==> config.mk <==
export PLATFORM = sky130hd
export DESIGN_NAME = gray_seq_ctrl
export DESIGN_NICKNAME = d
export VERILOG_FILES = /design/src/rtl/gray_seq_pkg.sv /design/src/rtl/gray_rr_arb.sv /design/src/rtl/gray_seq_ctrl.sv
export SDC_FILE = /design/constraint.sdc
export NUM_CORES = 1
export LEC_CHECK = 0
export BUFFER_PORTS_ARGS = -buffer_cell sky130_fd_sc_hd__clkbuf_2
export CORE_MARGIN = 1.5
export CORE_UTILIZATION = 50
export CTS_CLUSTER_DIAMETER = 40
export DETAILED_ROUTE_END_ITERATION = 7
export PLACE_DENSITY_LB_ADDON = 0.3
export SYNTH_ARGS = -nofsm -noshare
export SYNTH_HDL_FRONTEND = slang
export SYNTH_SLANG_ARGS = --single-unit
==> constraint.sdc <==
create_clock -name clk -period 1.4 [get_ports clk]
set_input_delay 0.07 -clock clk [delete_from_list [all_inputs] [get_ports clk]]
set_output_delay 0.07 -clock clk [all_outputs]
set_load 0.02 [all_outputs]
==> src/rtl/gray_seq_pkg.sv <==
// Shared types and constants for the gray sequence controller.
// Holds the FSM state enum, gray position table and requester count.
package gray_seq_pkg;

    localparam int NUM_REQ = 2;

    typedef enum logic [1:0] {
        IDLE = 2'd0,
        STEP = 2'd1,
        DONE = 2'd2
    } seq_state_e;

    // Position table, entry i is the pos value for index i.
    localparam logic [7:0][2:0] GRAY_POS = {
        3'b100, 3'b110, 3'b111, 3'b101,
        3'b001, 3'b011, 3'b010, 3'b000
    };

    function automatic logic [2:0] gray_of(input logic [2:0] idx);
        return GRAY_POS[idx];
    endfunction

endpackage

==> src/rtl/gray_rr_arb.sv <==
// Two-way round-robin arbiter.
// Ports: req (requests), last (1 = requester 1 served last), win (one-hot).
module gray_rr_arb
    import gray_seq_pkg::*;
(
    input  logic [NUM_REQ-1:0] req,
    input  logic               last,
    output logic [NUM_REQ-1:0] win
);

    // A lone request always wins; on a tie the one not served last wins.
    always_comb begin
        win    = '0;
        win[0] = req[0] & (~req[1] | last);
        win[1] = req[1] & (~req[0] | ~last);
    end

endmodule

==> src/rtl/gray_seq_ctrl.sv <==
// Grants one requester a run of gray-counter steps, then pulses done.
// Ports: clk, rst (sync, active-high), req, cnt0, cnt1 -> gnt, busy,
// done, gcnt, pos. Optional abort input under GRAY_SEQ_ABORT_EN.
module gray_seq_ctrl
    import gray_seq_pkg::*;
#(
    parameter int STEP_W = 3
) (
    input  logic              clk,
    input  logic              rst,
    input  logic [1:0]        req,
    input  logic [STEP_W-1:0] cnt0,
    input  logic [STEP_W-1:0] cnt1,
`ifdef GRAY_SEQ_ABORT_EN
    input  logic              abort,
`endif
    output logic [1:0]        gnt,
    output logic              busy,
    output logic              done,
    output logic              gcnt,
    output logic [2:0]        pos
);

    localparam int REM_W = STEP_W + 1;

    seq_state_e        state;
    seq_state_e        nxt;
    logic [1:0]        owner;
    logic [1:0]        win;
    logic              last;
    logic [REM_W-1:0]  rem;
    logic [2:0]        idx;
    logic [STEP_W-1:0] sel_cnt;
    logic              stop;

    gray_rr_arb u_arb (
        .req  (req),
        .last (last),
        .win  (win)
    );

    assign sel_cnt = win[1] ? cnt1 : cnt0;

`ifdef GRAY_SEQ_ABORT_EN
    assign stop = abort || (rem == REM_W'(1));
`else
    assign stop = (rem == REM_W'(1));
`endif

    // State register
    always_ff @(posedge clk) begin
        if (rst) state <= IDLE;
        else     state <= nxt;
    end

    // Next-state logic
    always_comb begin
        nxt = state;
        unique case (state)
            IDLE:    if (|req) nxt = STEP;
            STEP:    if (stop) nxt = DONE;
            DONE:    nxt = IDLE;
            default: nxt = IDLE;
        endcase
    end

    // Datapath: grant owner, step budget, index, round-robin pointer
    always_ff @(posedge clk) begin
        if (rst) begin
            owner <= '0;
            rem   <= '0;
            idx   <= '0;
            last  <= 1'b1;
        end else begin
            unique case (state)
                IDLE: begin
                    if (|req) begin
                        owner <= win;
                        // A zero count means the full 2^STEP_W steps.
                        rem   <= {(sel_cnt == '0), sel_cnt};
                    end
                end
                STEP: begin
                    rem <= rem - REM_W'(1);
                    idx <= idx + 3'd1;
                end
                DONE: last <= owner[1];
                default: ;
            endcase
        end
    end

    // Moore outputs
    always_comb begin
        busy = (state != IDLE);
        gcnt = (state == STEP);
        done = (state == DONE);
        gnt  = gcnt ? owner : 2'b00;
        pos  = gray_of(idx);
    end

endmodule

==> impl_metrics.env, run 1 <==
export IMPL_finalWorstSetupSlack_ns=0.0686
export IMPL_hpwl_um=1190
export IMPL_drive_gt1_share_pct=40.6
export IMPL_setup_viol=0
export IMPL_place_area_um2=905
export IMPL_via_per_inst=5.31
export IMPL_synth_area_leader_cell="dfxtp_1"
export IMPL_mostFrequentLayoutCell="clkbuf_2"
export IMPL_slew_headroom_pct=81.0
export IMPL_synthesis_area_um2=763
export IMPL_cp_max_fo=6
export IMPL_core_um2=1370
export IMPL_place_congestion=0.832
export IMPL_synth_avg_cell_area_um2=9.66
export IMPL_hold_viol_final=0
export IMPL_gr_total_overflow=0
export IMPL_wl_per_cell_um=12.9
export IMPL_drv_cap=0
export IMPL_worstMarginPinSlew_ns=0.283
export IMPL_yosysTopAreaCellShare_pct=39.3
export IMPL_die_y_um=42.1
export IMPL_finalInstanceArea_um2=960
export IMPL_clock_path_buffers=2
export IMPL_io_buffers=17
export IMPL_drt_iter0_markers=8
export IMPL_drv_slew=0
export IMPL_placementRows=13
export IMPL_period_share_pct=95.1
export IMPL_yosysUniqueCellTypes=34
export IMPL_timing_fmax_ghz=0.751
export IMPL_grt_pass1_wl_um=2750
export IMPL_mostFrequentLayoutCells="17 x clkbuf_2, 11 x dfxtp_1, 8 x buf_4"
export IMPL_diodes=0
export IMPL_nNetsFinal=120
export IMPL_die_area_um2=1770
export IMPL_ys_seq_elements=15
export IMPL_initial_utilization_pct=55.9
export IMPL_antenna_found_initial=0
export IMPL_grt_pass1_vias=654
export IMPL_power_density_nw_per_um2=1140
export IMPL_place_ws_ns=0.0138
export IMPL_finClkSkew_ns=0.00271
export IMPL_fp_dieW_um=42.1
export IMPL_end_kind="primary output"
export IMPL_status="completed"
export IMPL_synth_cells=79
export IMPL_peakVddDrop_mv=0.572
export IMPL_ios=18
export IMPL_hold_path_class="primary input to flop"
export IMPL_period_needed_ns=1.33
export IMPL_final_antenna_net_count=0
export IMPL_cts_sinks=15
export IMPL_critPathKind="flop to primary output"
export IMPL_ys_seq_area_share_pct=39.3
export IMPL_synth_nets=92
export IMPL_dr_pass1_iters=4
export IMPL_cts_tree="done"
export IMPL_ys_top_cells_by_area="dfxtp_1 39%, ha_1 4.9%, mux2_1 4.4%"
export IMPL_clock_latency_ns=0.28
export IMPL_cp_required_ns=1.33
export IMPL_syn_to_final_growth_pct=25.7
export IMPL_leakagePower_nw=0.424
export IMPL_grt_max_degree=10
export IMPL_crit_arrival_ns=1.26
export IMPL_rsz0062_at_grt="false"
export IMPL_numCtsBuffers=3
export IMPL_drt_drc_violations_left=0
export IMPL_via_count=643
export IMPL_cp_start_kind="flop"
export IMPL_clk_pin_slew_ns=0.09
export IMPL_clock_root_buffer="clkbuf_4"
export IMPL_wirelength_um=1560
export IMPL_ys_warn_count=0
export IMPL_track_usage_pct=20.4
export IMPL_tns_ns=0
export IMPL_htree_levels=1
## critical path, stage by stage (launching register included)
cell and delay, ns:
dfxtp_2 0.33, nand2b_4 0.16, inv_4 0.08, buf_4 0.14
and2_1 0.12, clkbuf_2 0.16
## metrics by stage
stage	total power [mW]	util [%]	hold slack, ns	instances
after CTS	1.09	68.9	0.0398	120
after global placement	0.819	66.2	0.351	116
after floorplan	0.727	-	0.143	79
final	1.09	70.2	0.0501	121
after detailed placement	0.831	66.2	0.358	116
after global routing	1.16	70.2	0.0610	121
## area by class of cell
| cell class | instances | area [µm²] |
|---|---|---|
| Clock buffer | 3 | 22.5 |
| Clock inverter | 1 | 5.00 |
| Fill cell | 117 | 407 |
| Inverter | 4 | 17.5 |
| Multi-Input combinational cell | 58 | 445 |
| Sequential cell | 15 | 305 |
| Tap cell | 15 | 18.8 |
| Timing Repair Buffer | 25 | 145 |
## metal layers
layer	GRT usage, %	vias up	share of wire (%)
li1	-	330	-
met1	22.5	298	43
met2	35.3	11	52
met3	3.88	4	3.0
met4	13.1	0	1.9
met5	0	-	0
## synth_stat cells
library cell / number
dfxtp_1: 15
nand2_1: 6
nor2_1: 5
a21oi_1: 4
nor2b_1: 4
ha_1: 3
inv_1: 3
mux2_1: 3
xor2_1: 3
a31oi_1: 2
and2_1: 2
nand2b_1: 2
nand3_1: 2
nor2_2: 2
nor4_1: 2
o21ai_1: 2
xnor2_1: 2
a211o_1: 1
a21boi_4: 1
a21oi_4: 1
a22oi_1: 1
a2bb2oi_1: 1
buf_6: 1
clkbuf_1: 1
inv_4: 1
nand2_2: 1
nand3b_1: 1
nor3_1: 1
nor3b_1: 1
nor4_4: 1
o21a_1: 1
o32ai_1: 1
o32ai_2: 1
or3_1: 1
## cells by family after synthesis
group / after synthesis / synth area share, %
AOI/OAI and AO/OA: 16 / 17.7
xor gates and xnor gates: 5 / 5.74
adders and majority gates: 3 / 4.92
buffers and inverters: 6 / 4.26
DFF: 15 / 39.3
muxes: 3 / 4.43
and+or+nand+nor: 31 / 23.6
## timing repair
item                                    in CTS  in global routing
endpoints found under the hold margin        0                  0
resized for setup                            3                  4
pin swaps                                    0                  0
endpoints found under the setup margin       3                  4
gates cloned                                 0                  0
setup buffers                                0                  1
hold buffers                                 0                  0
## final timing paths
check            from  endpoint  slack (ns)  cells after the start
max          state[1]    gnt[1]        0.07                      5
min               rst  owner[0]        0.05                      2
max reg2reg  state[0]    rem[3]        0.10                      5
min reg2reg  owner[0]  owner[0]        0.50                      2
## flip-flops by register name, summed over array words and instances (netlist names)
signal	count
rem	4
idx	3
pos	3
owner	2
state	2
last	1
## report_power, final
group	switching [mW]	internal [mW]
Clock	0.141	0.106
Combinational	0.176	0.153
Sequential	0.0392	0.475
(Power assumes the default switching activity.)
==> inputs of run 2 (changes only) <==
--- a/config.mk
+++ b/config.mk
@@ -5,11 +5,13 @@
 export SDC_FILE = /design/constraint.sdc
 export NUM_CORES = 1
 export LEC_CHECK = 0
+export ABC_AREA = 1
 export BUFFER_PORTS_ARGS = -buffer_cell sky130_fd_sc_hd__clkbuf_2
 export CORE_MARGIN = 1.5
 export CORE_UTILIZATION = 50
 export CTS_CLUSTER_DIAMETER = 40
 export DETAILED_ROUTE_END_ITERATION = 7
+export MAX_ROUTING_LAYER = met4
 export PLACE_DENSITY_LB_ADDON = 0.3
 export SYNTH_ARGS = -nofsm -noshare
 export SYNTH_HDL_FRONTEND = slang
==> run 2 against run 1 <==
Against the previous run:
- final cell count rose by 18%
- critical endpoint is now gcnt
- sequential share of layout area rose by 1.5 points
- largest power group unchanged
- core utilization fell by 4.3 points
- non-clock buffer count fell by 8
- via count rose by 11%
- routed wire length fell by 3.4%
- sequential power barely moved
- clock skew rose by 0.0023 ns
==> impl_metrics.env, run 2 <==
export IMPL_via_count=711
export IMPL_fp_dieW_um=42.2
export IMPL_track_usage_pct=20.4
export IMPL_cp_slowest_cell="dfxtp_1"
export IMPL_io_buffers=17
export IMPL_synth_avg_cell_area_um2=7.19
export IMPL_largest_register_ffs=4
export IMPL_rsz0062_at_grt="false"
export IMPL_cp_start_kind="flop"
export IMPL_critical_path_max_stage_delay_ns=0.43
export IMPL_seq_area_um2=300
export IMPL_grt_max_degree=10
export IMPL_nNetsFinal=142
export IMPL_crit_arrival_ns=1.18
export IMPL_wirelength_um=1510
export IMPL_synth_enable_flop_cells=0
export IMPL_place_congestion=0.840
export IMPL_async_reset_ff_share_pct=0
export IMPL_via_per_inst=4.97
export IMPL_synthesis_area_um2=769
export IMPL_synth_ff_type="dfxtp_1"
export IMPL_initial_utilization_pct=56.3
export IMPL_multi_input_area_um2=398
export IMPL_period_share_pct=89.1
export IMPL_setup_viol=0
export IMPL_final_antenna_net_count=0
export IMPL_clk_pin_slew_ns=0.09
export IMPL_tns_ns=0
export IMPL_mostFrequentLayoutCells="23 x nand2_1, 17 x clkbuf_2, 15 x dfxtp_1"
export IMPL_timing_fmax_ghz=0.801
export IMPL_muxShareOfSynthArea_pct=0
export IMPL_hold_path_class="primary input to flop"
export IMPL_wl_met1_um=670
export IMPL_ys_seq_elements=15
export IMPL_htree_levels=1
export IMPL_ctsHoldBuffers=0
export IMPL_clock_path_buffers=2
export IMPL_gr_total_overflow=0
export IMPL_wl_met2_um=746
export IMPL_cts_sinks=15
export IMPL_met3_wirelength_um=78
export IMPL_yosys_top_cells_count="23 x nand2_1, 15 x dfxtp_1, 14 x inv_1, 13 x nor2_1, 12 x nand3_1"
export IMPL_num_fill_cells=136
export IMPL_die_y_um=42.2
export IMPL_ios=18
export IMPL_ys_top_cells_by_area="dfxtp_1 39%, nand2_1 11%, nand3_1 7.8%"
export IMPL_grt_pass1_vias=675
export IMPL_antenna_found_initial=0
export IMPL_end_kind="primary output"
export IMPL_leakagePower_nw=0.480
export IMPL_synth_top_family_by_area="simple AND/OR/NAND/NOR gates"
export IMPL_clock_latency_ns=0.29
export IMPL_synth_compound_area_share_pct=9.11
export IMPL_clock_root_buffer="clkbuf_4"
export IMPL_status="completed"
export IMPL_syn_to_final_growth_pct=17.1
export IMPL_dr_pass1_iters=4
export IMPL_hpwl_um=1210
export IMPL_cts_setup_buffers=0
export IMPL_synth_fa_ha_area_share_pct=4.88
export IMPL_cp_required_ns=1.33
export IMPL_ys_seq_area_share_pct=39.0
export IMPL_critPathKind="flop to primary output"
export IMPL_grt_pass1_wl_um=2680
export IMPL_finalPower_mw=1.08
export IMPL_cts_tree="done"
export IMPL_period_needed_ns=1.25
export IMPL_cp_max_fo=6
export IMPL_ys_warn_count=0
export IMPL_path_cells="inv_2, nor2_4, clkbuf_2"
export IMPL_place_area_um2=873
export IMPL_slew_headroom_pct=71.7
export IMPL_top_layer="met4"
export IMPL_power_density_nw_per_um2=1200
export IMPL_placementRows=13
export IMPL_numCtsBuffers=3
export IMPL_drv_slew=0
export IMPL_finalInstanceArea_um2=901
export IMPL_yosysTopAreaCellShare_pct=39.0
export IMPL_wl_per_cell_um=10.5
export IMPL_cts_resized=0
export IMPL_diodes=0
export IMPL_synth_xor_area_share_pct=4.39
export IMPL_drt_drc_violations_left=0
export IMPL_synth_nets=120
export IMPL_synth_most_common_cell="nand2_1"
export IMPL_die_area_um2=1780
export IMPL_hold_viol_final=0
export IMPL_drt_iter0_markers=14
export IMPL_synth_area_leader_cell="dfxtp_1"
export IMPL_drive_gt1_share_pct=28.1
export IMPL_mostFrequentLayoutCell="nand2_1"
export IMPL_drv_cap=0
export IMPL_synth_cells=107
export IMPL_yosysUniqueCellTypes=19
export IMPL_peakVddDrop_mv=0.842
export IMPL_finClkSkew_ns=0.00505
export IMPL_worstMarginPinSlew_ns=0.424
export IMPL_core_um2=1370
export IMPL_synth_simple_area_share_pct=33.3
export IMPL_top_register="rem"
run 2: changes by cell type after synthesis, sizes merged, moves of 3 or more:
cell / change
inv: +15
nor2b: -4
nor4: -3
nand2: +20
mux2: -3
nor2: +9
o21ai: +4
xor2: -3
nand3: +10
run 2: final cells by class:
| class | instances | share of cell area [%] |
|---|---|---|
| Inverter | 19 | 7.92 |
| Clock inverter | 1 | 0.556 |
| Timing Repair Buffer | 17 | 9.44 |
| Clock buffer | 3 | 2.50 |
| Multi-Input combinational cell | 73 | 44.2 |
| Sequential cell | 15 | 33.3 |
| Tap cell | 15 | 2.08 |
run 2: kinds of logic (layout without fill, tap and decap cells):
| logic type | Yosys count | count (layout) |
|---|---|---|
| DFF | 15 | 15 |
| buffers and inverters | 19 | 40 |
| xor gates and xnor gates | 3 | 3 |
| AOI/OAI and AO/OA | 11 | 11 |
| and+or+nand+nor | 56 | 56 |
| adders and majority gates | 3 | 3 |
run 2: final timing paths:
path	to	from	slack [ns]	cells after the start
max	gcnt	state[0]	0.15	3
min	owner[0]	rst	0.03	2
max reg2reg	pos[0]	state[0]	0.16	7
min reg2reg	owner[0]	owner[0]	0.47	2
run 2: critical path, delay by kind of cell, from the launching register on:
kind | cells | cell delay [ns]
and+or+nand+nor | 1 | 0.19
buffers and inverters | 2 | 0.28
DFF | 1 | 0.43
run 2: metal layers:
layer  global-route usage, %  up-vias
li1                        -      378
met1                    22.5      315
met2                    35.4       16
met3                    7.76        2
met4                    3.13        0
met5                       -        -
run 2: report_power, final:
part           leakage [nW]  switching [mW]  internal (mW)  total [mW]
Sequential            0.123          0.0377          0.478       0.515
Clock                0.0177           0.140          0.106       0.246
Combinational         0.339           0.203          0.117       0.320
Total                 0.480           0.380          0.701        1.08
run 2: stage by stage:
| step | util [%] | cells | worst slack [ns] | hold slack (ns) |
|---|---|---|---|---|
| 3_5_place_dp | 63.9 | 139 | 0.164 | 0.328 |
| 3_3_place_gp | 63.9 | 139 | 0.212 | 0.327 |
| 6_report | 65.9 | 143 | 0.152 | 0.0260 |
| 4_1_cts | 65.9 | 143 | 0.143 | 0.0267 |
| 5_1_grt | 65.9 | 143 | 0.0567 | 0.0279 |
| 2_1_floorplan | - | 107 | 0.215 | 0.139 |
==> inputs of run 3 (changes only) <==
--- a/config.mk
+++ b/config.mk
@@ -8,11 +8,12 @@
 export ABC_AREA = 1
 export BUFFER_PORTS_ARGS = -buffer_cell sky130_fd_sc_hd__clkbuf_2
 export CORE_MARGIN = 1.5
-export CORE_UTILIZATION = 50
+export CORE_UTILIZATION = 51
 export CTS_CLUSTER_DIAMETER = 40
 export DETAILED_ROUTE_END_ITERATION = 7
 export MAX_ROUTING_LAYER = met4
 export PLACE_DENSITY_LB_ADDON = 0.3
 export SYNTH_ARGS = -nofsm -noshare
 export SYNTH_HDL_FRONTEND = slang
+export SYNTH_HIERARCHICAL = 1
 export SYNTH_SLANG_ARGS = --single-unit
==> run 3 against run 2 <==
Against the previous run:
- sequential power about the same
- critical path type is now flop to flop
- maximum frequency down 2.0%
- clock skew about the same
- synthesized cell count up 6.5%
- clock power down 2%
==> impl_metrics.env, run 3 <==
export IMPL_critPathKind="flop to flop"
export IMPL_via_per_inst=4.87
export IMPL_diodes=0
export IMPL_peakVddDrop_mv=0.799
export IMPL_yosysUniqueCellTypes=20
export IMPL_ys_warn_count=6
export IMPL_yosys_top_cells_count="28 x nand2_1, 23 x inv_1, 15 x dfxtp_1, 9 x nand3_1, 9 x nor2_1"
export IMPL_cp_max_fo=8
export IMPL_drive_gt1_share_pct=24.3
export IMPL_clock_latency_ns=0.28
export IMPL_leakagePower_nw=0.515
export IMPL_wl_per_cell_um=10.3
export IMPL_grt_pass1_wl_um=2730
export IMPL_htree_levels=1
export IMPL_power_density_nw_per_um2=1200
export IMPL_gr_total_overflow=0
export IMPL_ys_top_cells_by_area="dfxtp_1 39%, nand2_1 14%, inv_1 11%"
export IMPL_numCtsBuffers=3
export IMPL_wirelength_um=1550
export IMPL_cp_required_ns=1.58
export IMPL_end_kind="flop"
export IMPL_holdPathStages=2
export IMPL_finalPower_mw=1.10
export IMPL_period_needed_ns=1.27
export IMPL_reg2reg_setup_slack_ns=0.13
export IMPL_ctsHoldBuffers=0
export IMPL_synth_enable_flop_cells=0
export IMPL_clock_root_buffer="clkbuf_4"
export IMPL_async_reset_ff_share_pct=0
export IMPL_grt_pass1_vias=660
export IMPL_final_antenna_net_count=0
export IMPL_finClkSkew_ns=0.00503
export IMPL_synthesis_area_um2=777
export IMPL_finalWorstSetupSlack_ns=0.127
export IMPL_nNetsFinal=150
export IMPL_rsz0062_at_grt="true"
export IMPL_mostFrequentLayoutCell="nand2_1"
export IMPL_synth_ff_type="dfxtp_1"
export IMPL_worstMarginPinSlew_ns=0.245
export IMPL_clock_path_buffers=2
export IMPL_mostFrequentLayoutCells="27 x nand2_1, 23 x inv_1, 17 x clkbuf_2"
export IMPL_antenna_found_initial=0
export IMPL_place_congestion=0.860
export IMPL_via_count=736
export IMPL_io_buffers=17
export IMPL_die_y_um=42.0
export IMPL_grt_max_degree=9
export IMPL_yosysTopAreaCellShare_pct=38.6
export IMPL_ys_seq_area_share_pct=38.6
export IMPL_synth_avg_cell_area_um2=6.82
export IMPL_drv_cap=0
export IMPL_ff2ff_path_depth=6
export IMPL_synth_nets=127
export IMPL_dr_pass1_iters=4
export IMPL_syn_to_final_growth_pct=18.4
export IMPL_setup_viol=0
export IMPL_drt_drc_violations_left=0
export IMPL_track_usage_pct=20.4
export IMPL_hpwl_um=1220
export IMPL_period_share_pct=90.9
export IMPL_ys_seq_elements=15
export IMPL_crit_arrival_ns=1.45
export IMPL_cts_sinks=15
export IMPL_place_ws_ns=0.147
export IMPL_core_um2=1370
export IMPL_clk_pin_slew_ns=0.09
export IMPL_hold_path_class="primary input to flop"
export IMPL_synth_cells=114
export IMPL_synth_area_leader_cell="dfxtp_1"
export IMPL_fp_dieW_um=42.0
export IMPL_timing_fmax_ghz=0.785
export IMPL_cp_start_kind="flop"
export IMPL_drv_slew=0
export IMPL_slew_headroom_pct=83.6
export IMPL_ios=18
export IMPL_largest_register_ffs=4
export IMPL_status="completed"
export IMPL_drt_iter0_markers=20
export IMPL_hold_viol_final=0
export IMPL_die_area_um2=1770
export IMPL_synth_most_common_cell="nand2_1"
export IMPL_top_register="rem"
export IMPL_initial_utilization_pct=56.9
export IMPL_placementRows=13
export IMPL_cts_tree="done"
run 3: final timing paths:
kind	from	endpoint
max reg2reg	state[1]	rem[1]
min	rst	state[0]
max	state[1]	rem[1]
min reg2reg	owner[0]	owner[0]
run 3: where the power goes:
group / total (mW) / switching (mW) / leakage [nW] / internal [mW]
registers: 0.517 / 0.0339 / 0.124 / 0.483
logic: 0.344 / 0.218 / 0.376 / 0.126
clock network: 0.242 / 0.132 / 0.0150 / 0.110
run 3: logic make-up (layout without fill, tap and decap cells):
family	count (synthesis)	after routing	share of synthesized area (%)
AND/OR/NAND/NOR	55	55	30.9
buffers and inverters	25	47	13.0
AO/OA/AOI/OAI	15	15	11.4
flip-flops	15	15	38.6
adder cells (fa/ha/maj)	3	3	4.83
XOR/XNOR	1	1	1.13
run 3: worst max-delay path: stages, from the launching register on:
cell and delay [ns]:
dfxtp_1 0.35, nor2_1 0.22, nand2_2 0.17, nand2_2 0.14, nor2_1 0.05, o21ai_0 0.20
inv_1 0.06
run 3: per-stage QoR:
step / setup TNS (ns) / hold WS, ns / cells / utilization, % / area [µm²]
floorplan: 0 / 0.139 / 114 / - / 777
global placement: 0 / 0.311 / 147 / 64.7 / 885
detailed placement: 0 / 0.316 / 147 / 64.7 / 885
CTS: 0 / 0.0199 / 151 / 66.7 / 911
global route: -0.0167 / 0.00746 / 151 / 67.3 / 920
finish: 0 / 0.00971 / 151 / 67.3 / 920
run 3: final cells by class:
cell class	instances	area (µm²)
clock buffer	4	26.3
fill	132	447
inverter	24	90.1
multi-input combinational	74	383
sequential	15	302
tap	15	18.8
timing repair buffer	19	100
run 3: timing repair:
action	4_1_cts	5_1_grt
buffers inserted	0	0
endpoints found under the setup margin	0	4
gates resized for setup	0	3
run 3: routing by layer:
metal  GRT usage (%)  part of all wire [%]
met3            5.17                   4.4
met4            7.50                  0.84
met1            25.0                    48
met2            32.5                    47
met5               -                     0
